## config.mk

```make
export PLATFORM = sky130hd
export DESIGN_NAME = whirlpool_wcipher_ctrl_flat
export DESIGN_NICKNAME = d
export VERILOG_FILES = /design/src/rtl/whirlpool_wcipher_ctrl_if.sv /design/src/rtl/whirlpool_wcipher_ctrl.sv /design/src/flat_wrapper.sv
export SDC_FILE = /design/constraint.sdc
export NUM_CORES = 1
export LEC_CHECK = 0
export ABC_AREA = 1
export ABC_CLOCK_PERIOD_IN_PS = 1250
export BUFFER_PORTS_ARGS = -buffer_cell sky130_fd_sc_hd__clkbuf_2
export CORE_UTILIZATION = 45
export DETAILED_ROUTE_END_ITERATION = 16
export PLACE_DENSITY = 0.82
export SYNTH_ARGS = -nofsm -noshare
export SYNTH_HDL_FRONTEND = slang
export SYNTH_SLANG_ARGS = --single-unit
```

## constraint.sdc

```tcl
create_clock -name clk_i -period 1.25 [get_ports clk_i]
set_clock_uncertainty 0.1 [all_clocks]
set_input_delay 0.1875 -clock clk_i [delete_from_list [all_inputs] [get_ports clk_i]]
set_output_delay 0.1875 -clock clk_i [all_outputs]
set_load 0.1 [all_outputs]
```

## src/rtl/whirlpool_wcipher_ctrl_if.sv

```systemverilog
// Block and result handshake bundle for the Whirlpool W-cipher sequencer.
interface whirlpool_wcipher_ctrl_if;
   logic in_valid;
   logic in_ready;
   logic out_valid;
   logic out_ready;

   modport master (
      output in_valid,
      output out_ready,
      input  in_ready,
      input  out_valid
   );

   modport slave (
      input  in_valid,
      input  out_ready,
      output in_ready,
      output out_valid
   );
endinterface

```

## src/rtl/whirlpool_wcipher_ctrl.sv

```systemverilog
// Whirlpool W-cipher round sequencer: init load, NUM_ROUNDS rounds, result handshake.
// Define WHIRLPOOL_HALF_ROUND_EN for the shared-rho half-round variant (two phases per round).
module whirlpool_wcipher_ctrl #(
   parameter int unsigned NUM_ROUNDS = 10,
   parameter int unsigned RC_W       = 4
) (
   input  logic                    clk_i,
   input  logic                    reset_i,
   input  logic                    abort_i,
   whirlpool_wcipher_ctrl_if.slave hs,
   output logic                    init_load_o,
   output logic                    key_round_en_o,
   output logic                    state_round_en_o,
   output logic [RC_W-1:0]         rc_index_o,
   output logic                    last_round_o,
   output logic                    busy_o
);

   typedef enum logic [1:0] {
      ST_IDLE,
      ST_INIT,
      ST_ROUND,
      ST_DONE
   } state_t;

   localparam logic [RC_W-1:0] RC_ONE  = RC_W'(1);
   localparam logic [RC_W-1:0] RC_LAST = RC_W'(NUM_ROUNDS);

   state_t          state_q;
   logic [RC_W-1:0] rc_q;
   logic [RC_W-1:0] rc_d;
   logic            in_ready_q;
   logic            init_load_q;
   logic            key_en_q;
   logic            state_en_q;
   logic            last_q;
   logic            busy_q;
   logic            out_valid_q;
`ifdef WHIRLPOOL_HALF_ROUND_EN
   logic            phase_q;
`endif

   assign rc_d = rc_q + RC_ONE;

   always_ff @(posedge clk_i) begin
      if (reset_i || abort_i) begin
         state_q     <= ST_IDLE;
         rc_q        <= '0;
         in_ready_q  <= 1'b1;
         init_load_q <= 1'b0;
         key_en_q    <= 1'b0;
         state_en_q  <= 1'b0;
         last_q      <= 1'b0;
         busy_q      <= 1'b0;
         out_valid_q <= 1'b0;
`ifdef WHIRLPOOL_HALF_ROUND_EN
         phase_q     <= 1'b0;
`endif
      end else begin
         unique case (state_q)
            ST_IDLE: begin
               if (hs.in_valid) begin
                  state_q     <= ST_INIT;
                  in_ready_q  <= 1'b0;
                  init_load_q <= 1'b1;
                  busy_q      <= 1'b1;
               end
            end
            ST_INIT: begin
               state_q     <= ST_ROUND;
               init_load_q <= 1'b0;
               rc_q        <= RC_ONE;
               last_q      <= (RC_ONE == RC_LAST);
               key_en_q    <= 1'b1;
`ifdef WHIRLPOOL_HALF_ROUND_EN
               state_en_q  <= 1'b0;
               phase_q     <= 1'b0;
`else
               state_en_q  <= 1'b1;
`endif
            end
            ST_ROUND: begin
`ifdef WHIRLPOOL_HALF_ROUND_EN
               // Phase K -> phase S keeps rc_index; only the S phase closes a round.
               if (!phase_q) begin
                  phase_q    <= 1'b1;
                  key_en_q   <= 1'b0;
                  state_en_q <= 1'b1;
               end else begin
                  phase_q <= 1'b0;
                  if (rc_q == RC_LAST) begin
                     state_q     <= ST_DONE;
                     rc_q        <= '0;
                     key_en_q    <= 1'b0;
                     state_en_q  <= 1'b0;
                     last_q      <= 1'b0;
                     out_valid_q <= 1'b1;
                  end else begin
                     rc_q       <= rc_d;
                     last_q     <= (rc_d == RC_LAST);
                     key_en_q   <= 1'b1;
                     state_en_q <= 1'b0;
                  end
               end
`else
               if (rc_q == RC_LAST) begin
                  state_q     <= ST_DONE;
                  rc_q        <= '0;
                  key_en_q    <= 1'b0;
                  state_en_q  <= 1'b0;
                  last_q      <= 1'b0;
                  out_valid_q <= 1'b1;
               end else begin
                  rc_q   <= rc_d;
                  last_q <= (rc_d == RC_LAST);
               end
`endif
            end
            ST_DONE: begin
               if (hs.out_ready) begin
                  state_q     <= ST_IDLE;
                  out_valid_q <= 1'b0;
                  busy_q      <= 1'b0;
                  in_ready_q  <= 1'b1;
               end
            end
         endcase
      end
   end

   assign hs.in_ready      = in_ready_q;
   assign hs.out_valid     = out_valid_q;
   assign init_load_o      = init_load_q;
   assign key_round_en_o   = key_en_q;
   assign state_round_en_o = state_en_q;
   assign rc_index_o       = rc_q;
   assign last_round_o     = last_q;
   assign busy_o           = busy_q;

endmodule

```

## src/flat_wrapper.sv

```systemverilog
// flat-port wrapper written by rule: the top's interface ports become plain ports
module whirlpool_wcipher_ctrl_flat 
#(
   parameter int unsigned NUM_ROUNDS = 10,
   parameter int unsigned RC_W       = 4
)
  (clk_i, reset_i, abort_i, init_load_o, key_round_en_o, state_round_en_o, rc_index_o, last_round_o, busy_o, hs_in_valid, hs_out_ready, hs_in_ready, hs_out_valid);
  whirlpool_wcipher_ctrl_if hs_i ();
  input  logic clk_i;
  input  logic reset_i;
  input  logic abort_i;
  output logic init_load_o;
  output logic key_round_en_o;
  output logic state_round_en_o;
  output logic [RC_W-1:0] rc_index_o;
  output logic last_round_o;
  output logic busy_o;
  input wire logic [$bits(hs_i.in_valid)-1:0] hs_in_valid;
  input wire logic [$bits(hs_i.out_ready)-1:0] hs_out_ready;
  output wire logic [$bits(hs_i.in_ready)-1:0] hs_in_ready;
  output wire logic [$bits(hs_i.out_valid)-1:0] hs_out_valid;
  assign hs_i.in_valid = hs_in_valid;
  assign hs_i.out_ready = hs_out_ready;
  assign hs_in_ready = hs_i.in_ready;
  assign hs_out_valid = hs_i.out_valid;
  whirlpool_wcipher_ctrl #(.NUM_ROUNDS(NUM_ROUNDS), .RC_W(RC_W)) u_core (.clk_i(clk_i), .reset_i(reset_i), .abort_i(abort_i), .hs(hs_i), .init_load_o(init_load_o), .key_round_en_o(key_round_en_o), .state_round_en_o(state_round_en_o), .rc_index_o(rc_index_o), .last_round_o(last_round_o), .busy_o(busy_o));
endmodule
```

==> metrics.txt, run 1 <==
Synth area leaders dfxtp_1 36%, ha_1 13%, inv_1 7.9%; Final GP Congestion about 0.81; Clock Latency Late Sink just under 0.3 ns; CTS H-tree lvls 1; minimum clock period ~1.3 ns; First-pass DRT Iterations 5; post-route antenna net violation count 0; DR iter-0 viols 19; first-pass GRT wire length approximately 2800 um; WP buf/inv 1; Fillers 54; Max FO, Critical Path 6; fin nets ~130; fin worst setup slack -0.0779 ns; RSZ-0062 raised after global routing true; maximum buffer depth of the clock tree 2; failing checks setup timing; design area around 1200 um2; Hold Buf Count CTS 0; final worst-path cycle share 1.06; Hold Slack between 0.08 and 0.09 ns; # diodes 0; Synth Flop Type dfxtp_1; top-level I/O count 16; fraction of layout cells with a size suffix above 1 0.629; outcome finished, violations left; Die W just over 40 um; final setup violation count 12; CP endpoint kind register; CTS tree built; Post-Place Cell Area 1020 um2; drt via density approximately 5.3; top cells by count, synth 14 x inv_1, 12 x dfxtp_1, 11 x nand2_1, 11 x nor2_1, 8 x a21oi_1; DR vias approximately 700; Routed Wire Length about 2200 um; clk sinks 12; core area ~1400 um2; fmax approximately 0.75 GHz; CP delay by family, top simple AND/OR/NAND/NOR gates; Syn Nets 99; most frequent cell after synthesis inv_1; P_leak 0.000476 uW; worst-margin pin slew between 0.2 and 0.3 ns; Setup crit start kind register; initial antenna violation count 0; CP Data Required Time around 1.3 ns; VDD IR max 0.892 mV; Post-synth ARST share 0; area leader, netlist dfxtp_1; Port-buffer cells 15; Fin. Hold Viols 0; mean post-synth cell area 7.69 um2; Setup CP Type register to register; synthesized instance count between 80 and 90; total CTS buffers 3; Post-synth EDFFs 0; post-placement setup slack -0.169 ns; DRC 0; DP HPWL between 1000 and 1500 um; clk root buf clkbuf_4; Cell Pwr Density about 860 nW/um2; Slowest cell on crit path dfxtp_4; area grow syn2layout 77.4%; post-synth cell types 22; CP Cell Sequence inv_4 > ha_4 > nand3_4 > nand2_2 > nand3_4 > nor2_1 > nor2_1; Slew Viols, Final 0; DIE AREA 1650 um2; Arr. time, crit path 1.40 ns; synthesis-stage register bit count 12; Seq/Total Area, Yosys 0.359; vias in the first global route about 600; CP peak stage delay between 0.3 and 0.4 ns; die span in y between 40 and 50 um; synth warn 0; Post-Syn Area 669 um2; pin count of the biggest net entering global routing 9; Tightest Hold Check Type input pin to register; relative slew slack 0.800; maxcap violations 0; setup_tns -0.505 ns; Initial Utilization 0.496; WL/cell approximately 16 um; GRT Total Usage 0.271; total grt overflow 0; Core Rows 13; top cell type's share of synthesized area 0.359; clk slew on worst S/H paths approximately 0.08 ns
metal layers:
metal	wire length, um	GRT usage	up-vias
met1	984	0.343	329
met3	74	0.100	8
met5	0	0	-
met2	1060	0.385	24
li1	-	-	336
met4	41	0.158	0
timing repair:
| action | in CTS | in global routing |
|---|---|---|
| setup endpoints to repair | 11 | 12 |
| setup buffers | 3 | 2 |
| pin swaps | 8 | 7 |
| gates resized for setup | 12 | 23 |
registers in the layout, summed over array words and instances, names as in the netlist:
signal                 flops
u_core.busy_o              1
u_core.last_round_o        1
u_core.state_q             2
u_core.key_round_en_o      1
u_core.hs.out_valid        1
u_core.init_load_o         1
u_core.rc_index_o          4
u_core.hs.in_ready         1
logic make-up after synthesis:
family                     synth area share
DFF                                   0.359
xor gates and xnor gates             0.0131
adders and majority gates             0.131
and+or+nand+nor                       0.267
buffers and inverters                0.0953
AOI/OAI and AO/OA                     0.135
worst paths after layout:
kind | cells past startpoint | end | slack (ns) | from
worst max-delay path | 7 | u_core.state_q[0] | -0.08 | u_core.rc_index_o[0]
worst min-delay path | 3 | u_core.init_load_o | 0.08 | hs_in_valid
worst max register to register | 7 | u_core.state_q[0] | -0.08 | u_core.rc_index_o[0]
worst min register to register | 2 | u_core.last_round_o | 0.41 | u_core.last_round_o
power by group:
group	total, uW	leakage (uW)	internal, uW	switching, uW
clock network	264	0.0000150	124	140
logic	344	0.000357	137	208
registers	415	0.000104	390	25.5
cell type report:
cell class,instances,area [um2],area share
Multi-Input combinational cell,59,478,0.403
Clock buffer,4,26.3,0.0221
Inverter,15,66.3,0.0558
Timing Repair Buffer,26,327,0.275
Sequential cell,12,272,0.229
Tap cell,15,18.8,0.0158
layout by cell type (no fill, tap or decap), drive strengths merged:
| master | count |
|---|---|
| a211oi | 2 |
| a21oi | 9 |
| buf | 22 |
| clkbuf | 8 |
| dfxtp | 12 |
| ha | 7 |
| inv | 15 |
| nand2 | 14 |
| nand3 | 5 |
| nand4 | 1 |
| nor2 | 13 |
| nor3 | 1 |
| o21ai | 4 |
| o22ai | 1 |
| or2 | 1 |
| xor2 | 1 |
worst reg2reg max path: cells and delay by family, from the launching register on:
| kind | cells | cell delay (ns) |
|---|---|---|
| flip-flops | 1 | 0.39 |
| AND/OR/NAND/NOR | 5 | 0.51 |
| buffers and inverters | 1 | 0.08 |
| adder cells (fa/ha/maj) | 1 | 0.14 |
stage by stage:
stage	util	total power [uW]	std cells
floorplan	-	587	87
global placement	0.753	674	122
detailed placement	0.753	684	122
CTS	0.809	967	129
global route	0.880	1060	131
finish	0.880	1020	131
No activity file was read; power rests on OpenSTA's default activity.
==> run 2: changes to the inputs <==
- ABC_CLOCK_PERIOD_IN_PS: 1250 -> 1600
- CORE_UTILIZATION: 45 -> 40
- PLACE_DENSITY: 0.82 -> 0.72
- clock period: 1.25 -> 1.6 ns (I/O delays scaled with it)
==> metrics.txt, run 2 (synthesis gave the netlist of run 1 again) <==
Sequential Area 254 um2 (was 272 um2); total grt overflow 0 (unchanged); core area 1540 um2 (was 1350 um2); outcome finished clean (was finished, violations left); fin nets 118 (was 129); DRC 0 (unchanged); Clock Latency Late Sink 0.28 ns (was 0.29 ns); post-route antenna net violation count 0 (unchanged); Tightest Hold Check Type input pin to register (unchanged); Psw 237 uW (was 373 uW); Max FO, Critical Path 5 (was 6); Initial Utilization 0.434 (was 0.496); DR vias 612 (was 697); Pint 443 uW (was 651 uW); CP Cell Sequence clkbuf_2 (was inv_4 > ha_4 > nand3_4 > nand2_2 > nand3_4 > nor2_1 > nor2_1); Arr. time, crit path 1.15 ns (was 1.40 ns); setup_tns 0 ns (was -0.505 ns); worst hold start reset_i (was hs_in_valid); maximum buffer depth of the clock tree 2 (unchanged); R2R setup slack 0.14 ns (was -0.08 ns); DP HPWL 1080 um (was 1210 um); CTS tree built (unchanged); Total Power 680 uW (was 1020 uW); worst-margin pin slew 0.539 ns (was 0.300 ns); Hold EP u_core.hs.in_ready (was u_core.init_load_o); CP endpoint kind output port (was register); CP peak stage delay 0.47 ns (was 0.39 ns); fmax 0.670 GHz; drt via density 5.06 (was 5.32); clock group share of total power 0.296 (was 0.258); CP delay by family, top buffers and inverters (was simple AND/OR/NAND/NOR gates); DR iter-0 viols 7 (was 19); clk slew on worst S/H paths 0.08 ns (about the same); vias in the first global route 595 (was 610); Reg power frac 0.469 (was 0.406); Core Rows 14 (was 13); reg-to-reg startpoint u_core.state_q[1] (was u_core.rc_index_o[0]); Setup CP Type register to output port (was register to register); hold path depth 3 (unchanged); Final GP Congestion 0.794 (was 0.805); minimum clock period about 1.5 ns; Slowest cell on crit path clkbuf_2 (was dfxtp_4); final worst-path cycle share 0.932; P_leak 0.000355 uW (was 0.000476 uW); RSZ-0062 raised after global routing false (was true); Port-buffer cells 15 (unchanged); DIE AREA 1840 um2 (was 1650 um2); clk sinks 12 (unchanged); Layout Utilization 0.517 (was 0.880); cell count of the worst reg-to-reg path 8 (was 7); First-pass DRT Iterations 4 (was 5); fraction of layout cells with a size suffix above 1 0.324 (was 0.629); area grow syn2layout 19.1% (was 77.4%); VDD IR max 0.708 mV (was 0.892 mV); top-level I/O count 16 (unchanged); die span in y 42.9 um (was 40.6 um); Multi-input gate area 365 um2 (was 478 um2); Fillers 158 (was 54); logic gate share of total power 0.235 (was 0.337); Setup crit start kind register (unchanged); leading cell type in the layout, fill and taps excluded clkbuf_2 (was buf_12); Routed Wire Length 1420 um (was 2160 um); most frequent cells in the layout 15 x clkbuf_2, 14 x inv_1, 11 x nand2_1, 11 x nor2_1, 8 x a21oi_1 (was 11 x buf_12, 10 x buf_4, 9 x inv_1); CP Data Required Time 1.26 ns (was 1.32 ns); Slew Viols, Final 0 (unchanged); WL/cell 11.7 um (was 16.5 um); reg2reg end u_core.last_round_o (was u_core.state_q[0]); CTS H-tree lvls 1 (unchanged); Hold Slack 0.0951 ns (was 0.0831 ns); relative slew slack 0.642 (was 0.800); Die W 42.9 um (was 40.6 um); initial antenna violation count 0 (unchanged); first-pass GRT wire length 2390 um (was 2760 um); final setup violation count 0 (was 12); clk root buf clkbuf_4 (unchanged); Post-CTS Setup Bufs 0 (was 3); GRT Total Usage 0.173 (was 0.271); maxcap violations 0 (unchanged); Switching Share 0.348 (was 0.364); WP buf/inv 1 (unchanged); pin count of the biggest net entering global routing 9 (unchanged); # diodes 0 (unchanged); total CTS buffers 3 (unchanged); Cell Pwr Density 853 nW/um2 (was 862 nW/um2); max FFs per register 4 (unchanged); Fin. Hold Viols 0 (unchanged)
-- run 2: how the worst max path moves through the flow --
| stage | from | end | cells past startpoint |
|---|---|---|---|
| 3_3_place_gp | u_core.state_q[1] | u_core.last_round_o | 8 |
| 4_1_cts | u_core.state_q[1] | u_core.last_round_o | 8 |
| 2_1_floorplan | u_core.rc_index_o[0] | u_core.last_round_o | 7 |
| 3_5_place_dp | u_core.state_q[1] | u_core.last_round_o | 8 |
| 6_report | u_core.rc_index_o[3] | rc_index_o[3] | 1 |
| 5_1_grt | u_core.state_q[0] | u_core.hs.in_ready | 8 |
-- run 2: layout make-up --
class / count / area share
Multi-Input combinational cell: 59 / 0.458
Sequential cell: 12 / 0.319
Timing Repair Buffer: 15 / 0.0942
Inverter: 15 / 0.0706
Tap cell: 16 / 0.0251
Clock buffer: 4 / 0.0330
-- run 2: power by group through the flow --
stage | clock [uW] | combinational (uW) | sequential [uW]
final | 201 | 160 | 319
after detailed placement | 0 | 158 | 325
after floorplan | 0 | 72.8 | 380
after CTS | 213 | 159 | 318
after global routing | 227 | 172 | 320
after global placement | 0 | 154 | 324
-- run 2: stage by stage --
stage / instances / worst slack [ns] / area, um2
final: 121 / 0.108 / 797
after global routing: 121 / 0.0361 / 797
after CTS: 121 / 0.0851 / 795
after detailed placement: 117 / 0.0858 / 768
after global placement: 117 / 0.142 / 768
after floorplan: 87 / 0.120 / 681
-- run 2: what timing repair did --
action,CTS,global route
endpoints found under the setup margin,0,2
hold endpoints to repair,0,0
hold buffers,0,0
resized for setup,0,2
-- run 2: metal layers --
layer,GRT usage,share of wire,up-vias,routed length [um]
met3,0.0766,0.051,0,72
met2,0.300,0.51,20,726
li1,-,-,317,-
met4,0.0500,0,0,0
met5,0,0,-,0
met1,0.189,0.44,275,617
